==> src/rtl/instr_sequencer_pkg.sv <==
// Shared definitions for the instruction sequencer: opcodes, instruction field layout,
// FSM state encoding and phase-selection helpers.
package instr_sequencer_pkg;

    localparam int unsigned INSTR_W   = 64;
    localparam int unsigned OPC_W     = 5;
    localparam int unsigned OPC_LSB   = 0;
    localparam int unsigned ADDR_W    = 6;
    localparam int unsigned ADDR_LSB  = 5;
    localparam int unsigned DATA_W    = 32;
    localparam int unsigned DATA_LSB  = 11;
    localparam int unsigned RSVD_W    = INSTR_W - DATA_LSB - DATA_W;

    localparam int unsigned WCNT_W    = 7;
    localparam int unsigned OUT_W     = 5;
    localparam int unsigned WAIT_W    = 8;
    localparam int unsigned CNT_W     = 8;
    localparam int unsigned MAX_WORDS = 64;
    localparam int unsigned MAX_OUT   = 16;

    typedef logic [OPC_W-1:0] opcode_t;

    localparam opcode_t OPC_NOP         = 5'b00000;
    localparam opcode_t OPC_COMPUTE     = 5'b00001;
    localparam opcode_t OPC_COMPUTE_I   = 5'b00010;
    localparam opcode_t OPC_ACC_TO_OBUF = 5'b00011;
    localparam opcode_t OPC_LOAD_INP    = 5'b00100;
    localparam opcode_t OPC_LOAD_WT     = 5'b00101;
    localparam opcode_t OPC_SEND_OBUF   = 5'b00110;
    localparam opcode_t OPC_ACC_RESET   = 5'b00111;
    localparam opcode_t OPC_HALT        = 5'b11111;

    typedef struct packed {
        logic [RSVD_W-1:0] rsvd;
        logic [DATA_W-1:0] data;
        logic [ADDR_W-1:0] addr;
        opcode_t           opcode;
    } instr_t;

    typedef enum logic [3:0] {
        S_IDLE, S_ACC_RST, S_LOAD_WT, S_LOAD_INP, S_COMPUTE,
        S_WAIT, S_DRAIN, S_SEND, S_FIN
    } seq_state_e;

    function automatic logic [WCNT_W-1:0] clamp_words(input logic [WCNT_W-1:0] n);
        return (n > WCNT_W'(MAX_WORDS)) ? WCNT_W'(MAX_WORDS) : n;
    endfunction

    function automatic logic [OUT_W-1:0] clamp_out(input logic [OUT_W-1:0] n);
        return (n > OUT_W'(MAX_OUT)) ? OUT_W'(MAX_OUT) : n;
    endfunction

    // Zero-count phases are skipped by jumping straight to the next populated one.
    function automatic seq_state_e phase_after_acc(input logic [WCNT_W-1:0] n_wt,
                                                   input logic [WCNT_W-1:0] n_inp);
        if (n_wt != '0)  return S_LOAD_WT;
        if (n_inp != '0) return S_LOAD_INP;
        return S_COMPUTE;
    endfunction

    function automatic seq_state_e drain_or_fin(input logic [OUT_W-1:0] n_out);
        return (n_out != '0) ? S_DRAIN : S_FIN;
    endfunction

    function automatic seq_state_e phase_after_compute(input logic [WAIT_W-1:0] n_wait,
                                                       input logic [OUT_W-1:0] n_out);
        return (n_wait != '0) ? S_WAIT : drain_or_fin(n_out);
    endfunction

endpackage

==> src/rtl/instr_pack.sv <==
// Pure field packer: places opcode, address and data into a 64-bit instruction word.
module instr_pack
    import instr_sequencer_pkg::*;
(
    input  opcode_t             opcode_i,
    input  logic [ADDR_W-1:0]   addr_i,
    input  logic [DATA_W-1:0]   data_i,
    output instr_t              instr_o
);

    logic [INSTR_W-1:0] word_c;

    always_comb begin
        word_c                        = '0;
        word_c[OPC_LSB  +: OPC_W]     = opcode_i;
        word_c[ADDR_LSB +: ADDR_W]    = addr_i;
        word_c[DATA_LSB +: DATA_W]    = data_i;
    end

    assign instr_o = instr_t'(word_c);

endmodule

==> src/rtl/instr_sequencer.sv <==
// Job-driven instruction sequencer: turns one job request plus an operand stream into a
// registered instruction sequence. Define SEQ_ACC_RESET_EN to issue ACC_RESET at job start.
module instr_sequencer
    import instr_sequencer_pkg::*;
(
    input  logic                clk,
    input  logic                rst_n,
    input  logic                job_valid,
    output logic                job_ready,
    input  logic [WCNT_W-1:0]   job_n_wt,
    input  logic [WCNT_W-1:0]   job_n_inp,
    input  logic                job_i_mode,
    input  logic [WAIT_W-1:0]   job_wait,
    input  logic [OUT_W-1:0]    job_n_out,
    input  logic [DATA_W-1:0]   s_data,
    input  logic                s_valid,
    output logic                s_ready,
    output logic [INSTR_W-1:0]  instruction,
    output logic                busy,
    output logic                done
);

    seq_state_e          state_q, state_d;
    logic [CNT_W-1:0]    cnt_q, cnt_d;
    logic [WCNT_W-1:0]   n_wt_q, n_wt_d, n_inp_q, n_inp_d;
    logic [OUT_W-1:0]    n_out_q, n_out_d;
    logic [WAIT_W-1:0]   wait_q, wait_d;
    logic                i_mode_q, i_mode_d;
    instr_t              instr_q, instr_d;
    logic                done_q, done_d;

    opcode_t             opc_c;
    logic [ADDR_W-1:0]   addr_c;
    logic [DATA_W-1:0]   data_c;

    // Next state, counters and the instruction to be registered at the coming edge.
    always_comb begin
        state_d  = state_q;
        cnt_d    = cnt_q;
        n_wt_d   = n_wt_q;
        n_inp_d  = n_inp_q;
        n_out_d  = n_out_q;
        wait_d   = wait_q;
        i_mode_d = i_mode_q;
        opc_c    = OPC_NOP;
        addr_c   = '0;
        data_c   = '0;
        done_d   = 1'b0;

        case (state_q)
            S_IDLE: begin
                if (job_valid) begin
                    n_wt_d   = clamp_words(job_n_wt);
                    n_inp_d  = clamp_words(job_n_inp);
                    n_out_d  = clamp_out(job_n_out);
                    wait_d   = job_wait;
                    i_mode_d = job_i_mode;
                    cnt_d    = '0;
`ifdef SEQ_ACC_RESET_EN
                    state_d  = S_ACC_RST;
`else
                    state_d  = phase_after_acc(clamp_words(job_n_wt), clamp_words(job_n_inp));
`endif
                end
            end
            S_ACC_RST: begin
`ifdef SEQ_ACC_RESET_EN
                opc_c   = OPC_ACC_RESET;
`endif
                state_d = phase_after_acc(n_wt_q, n_inp_q);
            end
            S_LOAD_WT: begin
                if (s_valid) begin
                    opc_c  = OPC_LOAD_WT;
                    addr_c = cnt_q[ADDR_W-1:0];
                    data_c = s_data;
                    if (cnt_q == CNT_W'(n_wt_q) - CNT_W'(1)) begin
                        cnt_d   = '0;
                        state_d = (n_inp_q != '0) ? S_LOAD_INP : S_COMPUTE;
                    end else begin
                        cnt_d = cnt_q + CNT_W'(1);
                    end
                end
            end
            S_LOAD_INP: begin
                if (s_valid) begin
                    opc_c  = OPC_LOAD_INP;
                    addr_c = cnt_q[ADDR_W-1:0];
                    data_c = s_data;
                    if (cnt_q == CNT_W'(n_inp_q) - CNT_W'(1)) begin
                        cnt_d   = '0;
                        state_d = S_COMPUTE;
                    end else begin
                        cnt_d = cnt_q + CNT_W'(1);
                    end
                end
            end
            S_COMPUTE: begin
                opc_c   = i_mode_q ? OPC_COMPUTE_I : OPC_COMPUTE;
                cnt_d   = '0;
                state_d = phase_after_compute(wait_q, n_out_q);
            end
            S_WAIT: begin
                if (cnt_q == CNT_W'(wait_q) - CNT_W'(1)) begin
                    cnt_d   = '0;
                    state_d = drain_or_fin(n_out_q);
                end else begin
                    cnt_d = cnt_q + CNT_W'(1);
                end
            end
            S_DRAIN: begin
                opc_c  = OPC_ACC_TO_OBUF;
                addr_c = cnt_q[ADDR_W-1:0];
                if (cnt_q == CNT_W'(n_out_q) - CNT_W'(1)) begin
                    cnt_d   = '0;
                    state_d = S_SEND;
                end else begin
                    cnt_d = cnt_q + CNT_W'(1);
                end
            end
            S_SEND: begin
                opc_c  = OPC_SEND_OBUF;
                addr_c = cnt_q[ADDR_W-1:0];
                if (cnt_q == CNT_W'(n_out_q) - CNT_W'(1)) begin
                    cnt_d   = '0;
                    state_d = S_FIN;
                end else begin
                    cnt_d = cnt_q + CNT_W'(1);
                end
            end
            S_FIN: begin
                done_d  = 1'b1;
                state_d = S_IDLE;
            end
            default: begin
                state_d = S_IDLE;
                cnt_d   = '0;
            end
        endcase
    end

    instr_pack u_instr_pack (
        .opcode_i (opc_c),
        .addr_i   (addr_c),
        .data_i   (data_c),
        .instr_o  (instr_d)
    );

    always_ff @(posedge clk) begin
        if (!rst_n) begin
            state_q  <= S_IDLE;
            cnt_q    <= '0;
            n_wt_q   <= '0;
            n_inp_q  <= '0;
            n_out_q  <= '0;
            wait_q   <= '0;
            i_mode_q <= 1'b0;
            instr_q  <= '0;
            done_q   <= 1'b0;
        end else begin
            state_q  <= state_d;
            cnt_q    <= cnt_d;
            n_wt_q   <= n_wt_d;
            n_inp_q  <= n_inp_d;
            n_out_q  <= n_out_d;
            wait_q   <= wait_d;
            i_mode_q <= i_mode_d;
            instr_q  <= instr_d;
            done_q   <= done_d;
        end
    end

    assign instruction = instr_q;
    assign done        = done_q;
    assign busy        = (state_q != S_IDLE);
    assign job_ready   = (state_q == S_IDLE);
    assign s_ready     = (state_q == S_LOAD_WT) || (state_q == S_LOAD_INP);

endmodule

==> config.mk <==
export PLATFORM = sky130hd
export DESIGN_NAME = instr_sequencer
export DESIGN_NICKNAME = d
export VERILOG_FILES = /design/src/rtl/instr_sequencer_pkg.sv /design/src/rtl/instr_pack.sv /design/src/rtl/instr_sequencer.sv
export SDC_FILE = /design/constraint.sdc
export NUM_CORES = 1
export LEC_CHECK = 0
export CORE_MARGIN = 2
export CORE_UTILIZATION = 45
export CTS_BUF_LIST = sky130_fd_sc_hd__clkbuf_2 sky130_fd_sc_hd__clkbuf_4 sky130_fd_sc_hd__clkbuf_8
export CTS_CLUSTER_DIAMETER = 200
export DETAILED_ROUTE_END_ITERATION = 7
export DONT_BUFFER_PORTS = 1
export SLEW_MARGIN = 0
export SYNTH_ARGS = -nofsm -noshare
export SYNTH_HDL_FRONTEND = slang
export SYNTH_SLANG_ARGS = --single-unit
==> constraint.sdc <==
create_clock -name clk -period 3.5 [get_ports clk]
set_input_delay 0.525 -clock clk [delete_from_list [all_inputs] [get_ports clk]]
set_output_delay 0.525 -clock clk [all_outputs]
set_load 0.005 [all_outputs]
Word level (Yosys, flattened, before mapping):

Index checks and enable logic that the tools add are counted.

* add/subtract/negate cells: 5
* $mul: 0
* divide/modulo/power cells: 0
* $lt $le $gt $ge: 3
* equality and inequality tests: 20
* shifts and indexed selects: 0
* multiplexer cells: 50
* bitwise operators: 1
* reductions and logical operators: 16

Operators by type and width (number)
* $mux 4: 18
* $mux 8: 7
* $pmux 8 s6: 1
* $eq 8x8->1: 4
* $pmux 4 s8: 1
* $reduce_bool 7->1: 4
* $eq 4x3->1 const B: 4
* $ne 2x2->1 const B: 8
* $sub 7x1->8 const B: 2
* $pmux 3 s5: 1
* $gt 7x7->1 const B: 2
* $mux 7: 2
* $mux 1: 13
* $pmux 6 s2: 1
* $mux 3: 3
* $add 8x1->8 const B: 1
* $eq 4x2->1 const B: 2
* $reduce_and 8->1: 1
* $reduce_bool 8->1: 1
* $sub 8x1->8 const B: 1
* $mux 6: 1
* $reduce_or 2->1: 3
* $sub 5x1->6 const B: 1
* $gt 5x5->1 const B: 1
* 12 further kinds: 12

* register bits after elaboration: 105
* latch bits: 0
* RAM bits: 0
* memory bits (read-only): 0
* input bits: 64
* output and inout bits: 68
* word-level logic and storage cells: 107
* memories kept: 0

Logic depth before layout (Yosys ltp):

* depth in word-level cells: 13
* depth in mapped cells: 11
* gate-level depth less buffers: 10

Modules after synthesis:

From an unflattened synthesis, not the netlist that was laid out.

* cells, all modules: 629
* area total of the unflattened synthesis: 5287.6 µm²

Modules (own cells, without submodules)
* instr_sequencer: instances 1, cells each 564, area each 4803.4 µm²
* instr_pack: instances 1, cells each 65, area each 484.2 µm²

Worst setup path before layout:

Ideal clock, no wire load.

* path type: register to register
* start: reg wait_q[0]
* end: reg state_q[0]
* setup time: 0.122 ns
* data arrival time: 2.428 ns
* slack: 0.950 ns
* cell stages (with the launch flop): 11
* path buffers: 1
* cell sequence: dfxtp_1 inv_1 ha_1 buf_4 or3b_1 or4_1 a211oi_1 a2111o_1 a311o_2 nand3_1 o311a_1

* longest elaborated chain between the ends: 4
* elaborated cells on any way between the ends: 7
* classes of those cells: 1 x add/sub; 2 x eq/ne; 2 x mux; 2 x reduce/logical

RTL lines
* from (decl): line instr_sequencer.sv:27 `logic [WAIT_W-1:0] wait_q, wait_d;`
* from (signal assigned): line instr_sequencer.sv:166 `wait_q <= wait_d;`
* $sub 8x1->8: line instr_sequencer.sv:104 `if (cnt_q == CNT_W'(wait_q) - CNT_W'(1)) begin`
* $eq 8x8->1: line instr_sequencer.sv:104
* $ne 2x2->1 (no line)
* $reduce_and 8->1 (no line)
* to (signal assigned): line instr_sequencer.sv:161 `state_q <= state_d;`
* to (decl): line instr_sequencer.sv:23 `seq_state_e state_q, state_d;`

Several ways; a longest one is shown, not always the timed one.
A chain may end at the register's enable or synchronous reset.

Worst setup path in the final report:

* start: reg n_inp_q[0]
* end: reg state_q[0]

* longest elaborated chain between the ends: 7
* elaborated cells on any way between the ends: 15
* classes of those cells: 1 x add/sub; 2 x eq/ne; 10 x mux; 2 x reduce/logical

RTL lines
* from (decl): line instr_sequencer.sv:25 `logic [WCNT_W-1:0] n_wt_q, n_wt_d, n_inp_q, n_inp_d;`
* from (signal assigned): line instr_sequencer.sv:164 `n_inp_q <= n_inp_d;`
* branches (longest 7 deep; another with $sub 7x1->8)

Parallel ways; which one is timed is not known. The select of a mux whose other input is x is not followed.

==> out/results.ini <==
[routing]
drc_errors=0
wl_um=9660
route.detailed.vias_per_inst=5.29
detailedRoute.firstPassIterationCount=4
postRouteAntennaNets=0
post_drt_wl_per_cell_um=15.4
route.vias.total=3326
detail_route.iter0.violations=221

[clock_tree]
cts-hold-fix-buffers=0
cts_num_sinks=82
master_cell_of_the_clock_root_buffer=clkbuf_8
worst_skew_pair.late_latency_ps=360
clock_path_buffers=2
tritoncts=done
cts-htree-levels=3
cts.repair.resized=0
postCtsSetupRepairBufs=0
total_cts_buffers=9
clock_slew_seen_by_the_registers_of_the_worst_setup_and_hold_paths_ps=100

[layout]
fillerInstances=913
finish.net_count=565
num_antenna_cells=0
drive_gt1_share_pct=6.20
multiInputGateArea_mm2=0.00237
area.sequential_mm2=0.00164
synthToLayoutAreaGrowth_pct=3.80

[global_routing]
grt_first_pass_wirelength_um=15200
maximum_number_of_pins_on_one_net_before_global_route_repair=41
antenna_found_initial=0
grt_usage_pct=18.8
grt.overflow.total=0
grt_pass1_vias=3084

[sta]
post-route-min-period_ps=2770
setup_repair_after_global_routing_missed_its_margin=no
worstMarginPinSlew_ps=958
finalSetupViolations=0
clock_skew_ps=15.0
timing.fmax_ghz=0.360
worst_slew_margin_rel_pct=36.1
timing.setup.tns_ps=0
hold_fails_final_rpt=0
final_min_period_over_clock_period_pct=79.3
slew_violations=0

[place]
globalplace.congestion=0.895
dp_hpwl_um=7140
buffer_ports.inserted=0

[synthesis]
post_synth_num_cell_types=57
synth.top_cells.by_area=dfxtp_1 (38%), and2_1 (6.0%), nand2_1 (5.7%), xnor2_1 (5.5%), a21boi_0 (5.1%)
syn-cell-area_mm2=0.00429
ys_seq_area_share_pct=38.3
yosysWarningCount=0
synth_flop_cell=dfxtp_1
netlist_instances=511
syn_area_per_cell_um2=8.39
cell_type_contributing_the_most_total_cell_area_after_synthesis=dfxtp_1
synth-seq-cells=82
synth_edf_count=0
asyncSetResetFlopFracSynth_pct=0
yosysTopAreaCellShare_pct=38.3

[power]
p_int_uw=1670
worst_ir_drop_vdd_mv=0.280
switching_share_pct=39.0
seq_power_share_pct=42.5
fin_total_pwr_uw=2740
power.static_leakage_uw=0.00165
p_switching_uw=1070
pwr-share-clk_pct=24.0
power-per-cell-area_mw_per_mm2=617
comb_power_share_pct=33.5

[worst_setup_path]
crit_path_cell_trace=inv_1 -> ha_1 -> nor4b_1 -> o21ai_0 -> a2111oi_0 -> a31o_2 -> o21a_1 -> nand3_1 -> o311a_1
cp.arrival_ps=3030
max_stage_delay_ps=440
startpoint_type=flip-flop
critPathMaxFanout=8
worst-path-buf-inv=1
cp_top_family=compound AO/OA/AOI/OAI gates
critPathKind=flip-flop to flip-flop
endpoint_kind=flip-flop
worst-endpoint-required_ps=3760
slowest_stage=dfxtp_1
worst_setup_path_startpoint=n_inp_q[0]
crit-reg2reg-launch=n_inp_q[0]

[floorplan]
initial_util_pct=46.4
die_area_mm2=0.0103
boundaryPins=132
die_w_um=102
die_height_um=102
core_area_mm2=0.00924
rows=35

[outcome]
status=completed

[run]
reported_max_cap_violation_count=0

[worst_hold_path]
worstHoldPathType=input pin to flip-flop
holdCritStartpoint=rst_n

-- power by group through the flow --
stage               Combinational, uW  Clock (uW)  Sequential (uW)
floorplan                         838           0             1110
global placement                  906           0             1180
detailed placement                917           0             1190
CTS                               922         682             1170
global route                     1050         726             1190
finish                            920         659             1170
-- worst reg2reg max path: cells and delay by family (launching register included) --
family,cells,cell delay [ps]
AO/OA/AOI/OAI,5,1390
AND/OR/NAND/NOR,2,450
flip-flops,1,440
adder cells (fa/ha/maj),1,310
buffers and inverters,1,90
-- kinds of logic (layout without fill, tap and decap cells) --
group / count (synthesis) / in the layout / synth area share, %
adders and majority gates: 6 / 6 / 1.75
AOI/OAI and AO/OA: 93 / 93 / 15.4
muxes: 7 / 7 / 1.64
other: 1 / 23 / 0.0875
DFF: 82 / 82 / 38.3
and+or+nand+nor: 217 / 217 / 27.2
xor gates and xnor gates: 36 / 36 / 7.36
buffers and inverters: 69 / 36 / 8.26
-- final timing paths --
path               endpoint  slack (ps)  depth (start not counted)
min          instruction[1]         270                          2
min reg2reg      n_inp_q[5]         510                          2
max reg2reg      state_q[0]         730                          9
max              state_q[0]         730                          9
-- area by class of cell --
class,instances,area share (%)
tap,129,3.63
multi-input combinational,382,53.3
clock inverter,7,1.32
inverter,16,1.35
timing repair buffer,4,0.675
clock buffer,9,2.78
sequential,82,36.9
-- routing by layer --
layer,wire (um),GRT usage (%),vias to the layer above,share of wire (%)
met5,0,0,-,0
met4,83,5.09,0,0.86
met3,390,4.69,8,4.0
met2,4860,31.2,73,50
met1,4320,24.2,1571,45
li1,-,-,1674,-
-- cell usage in the layout, fill, tap and decap left out, types with 5 or more instances in the layout --
master	instances
ha_1	6
nor4_1	9
xnor2_1	27
a21oi_1	19
and3_1	7
o21ai_0	11
nor2_1	25
nand2_1	65
inv_1	16
nand3_1	11
nor3_1	13
conb_1	23
mux2i_1	7
a31oi_1	5
nor2b_1	5
and2_1	41
nand3b_1	18
clkbuf_8	9
xor2_1	9
dfxtp_1	82
a21boi_0	29
-- state kept, by name, summed over array words and instances (netlist names) --
register,cells
i_mode_q,1
n_inp_q,7
state_q,4
n_wt_q,7
n_out_q,5
wait_q,8
done,1
instruction,41
cnt_q,8
-- cells in the mapped netlist (3+ instances only) --
master     n
buf_2      3
o21ai_1    4
a21boi_0  29
clkbuf_1  22
o21ai_0   11
or4_1      4
nor3_1    13
mux2i_1    7
and3_1     7
dfxtp_1   82
buf_1      3
a21oi_1   19
a211oi_1   3
ha_1       6
nor2b_1    5
nand3_1   11
buf_4     24
nand2_1   65
a31oi_1    5
nand2b_1   4
nor2_1    25
nand3b_1  18
nand4_1    4
inv_1     16
xor2_1     9
nor4_1     9
xnor2_1   27
and2_1    41
-- per-stage QoR --
step | util, % | area, um2 | hold slack, ps | std cells | setup WS (ps)
global placement | 46.2 | 4270 | 491 | 613 | 827
floorplan | - | 4370 | 451 | 533 | 950
finish | 48.1 | 4450 | 268 | 629 | 726
global route | 48.1 | 4450 | 244 | 629 | 528
detailed placement | 46.2 | 4270 | 497 | 613 | 780
CTS | 48.1 | 4450 | 249 | 629 | 759
No activity file was read; power rests on OpenSTA's default activity.
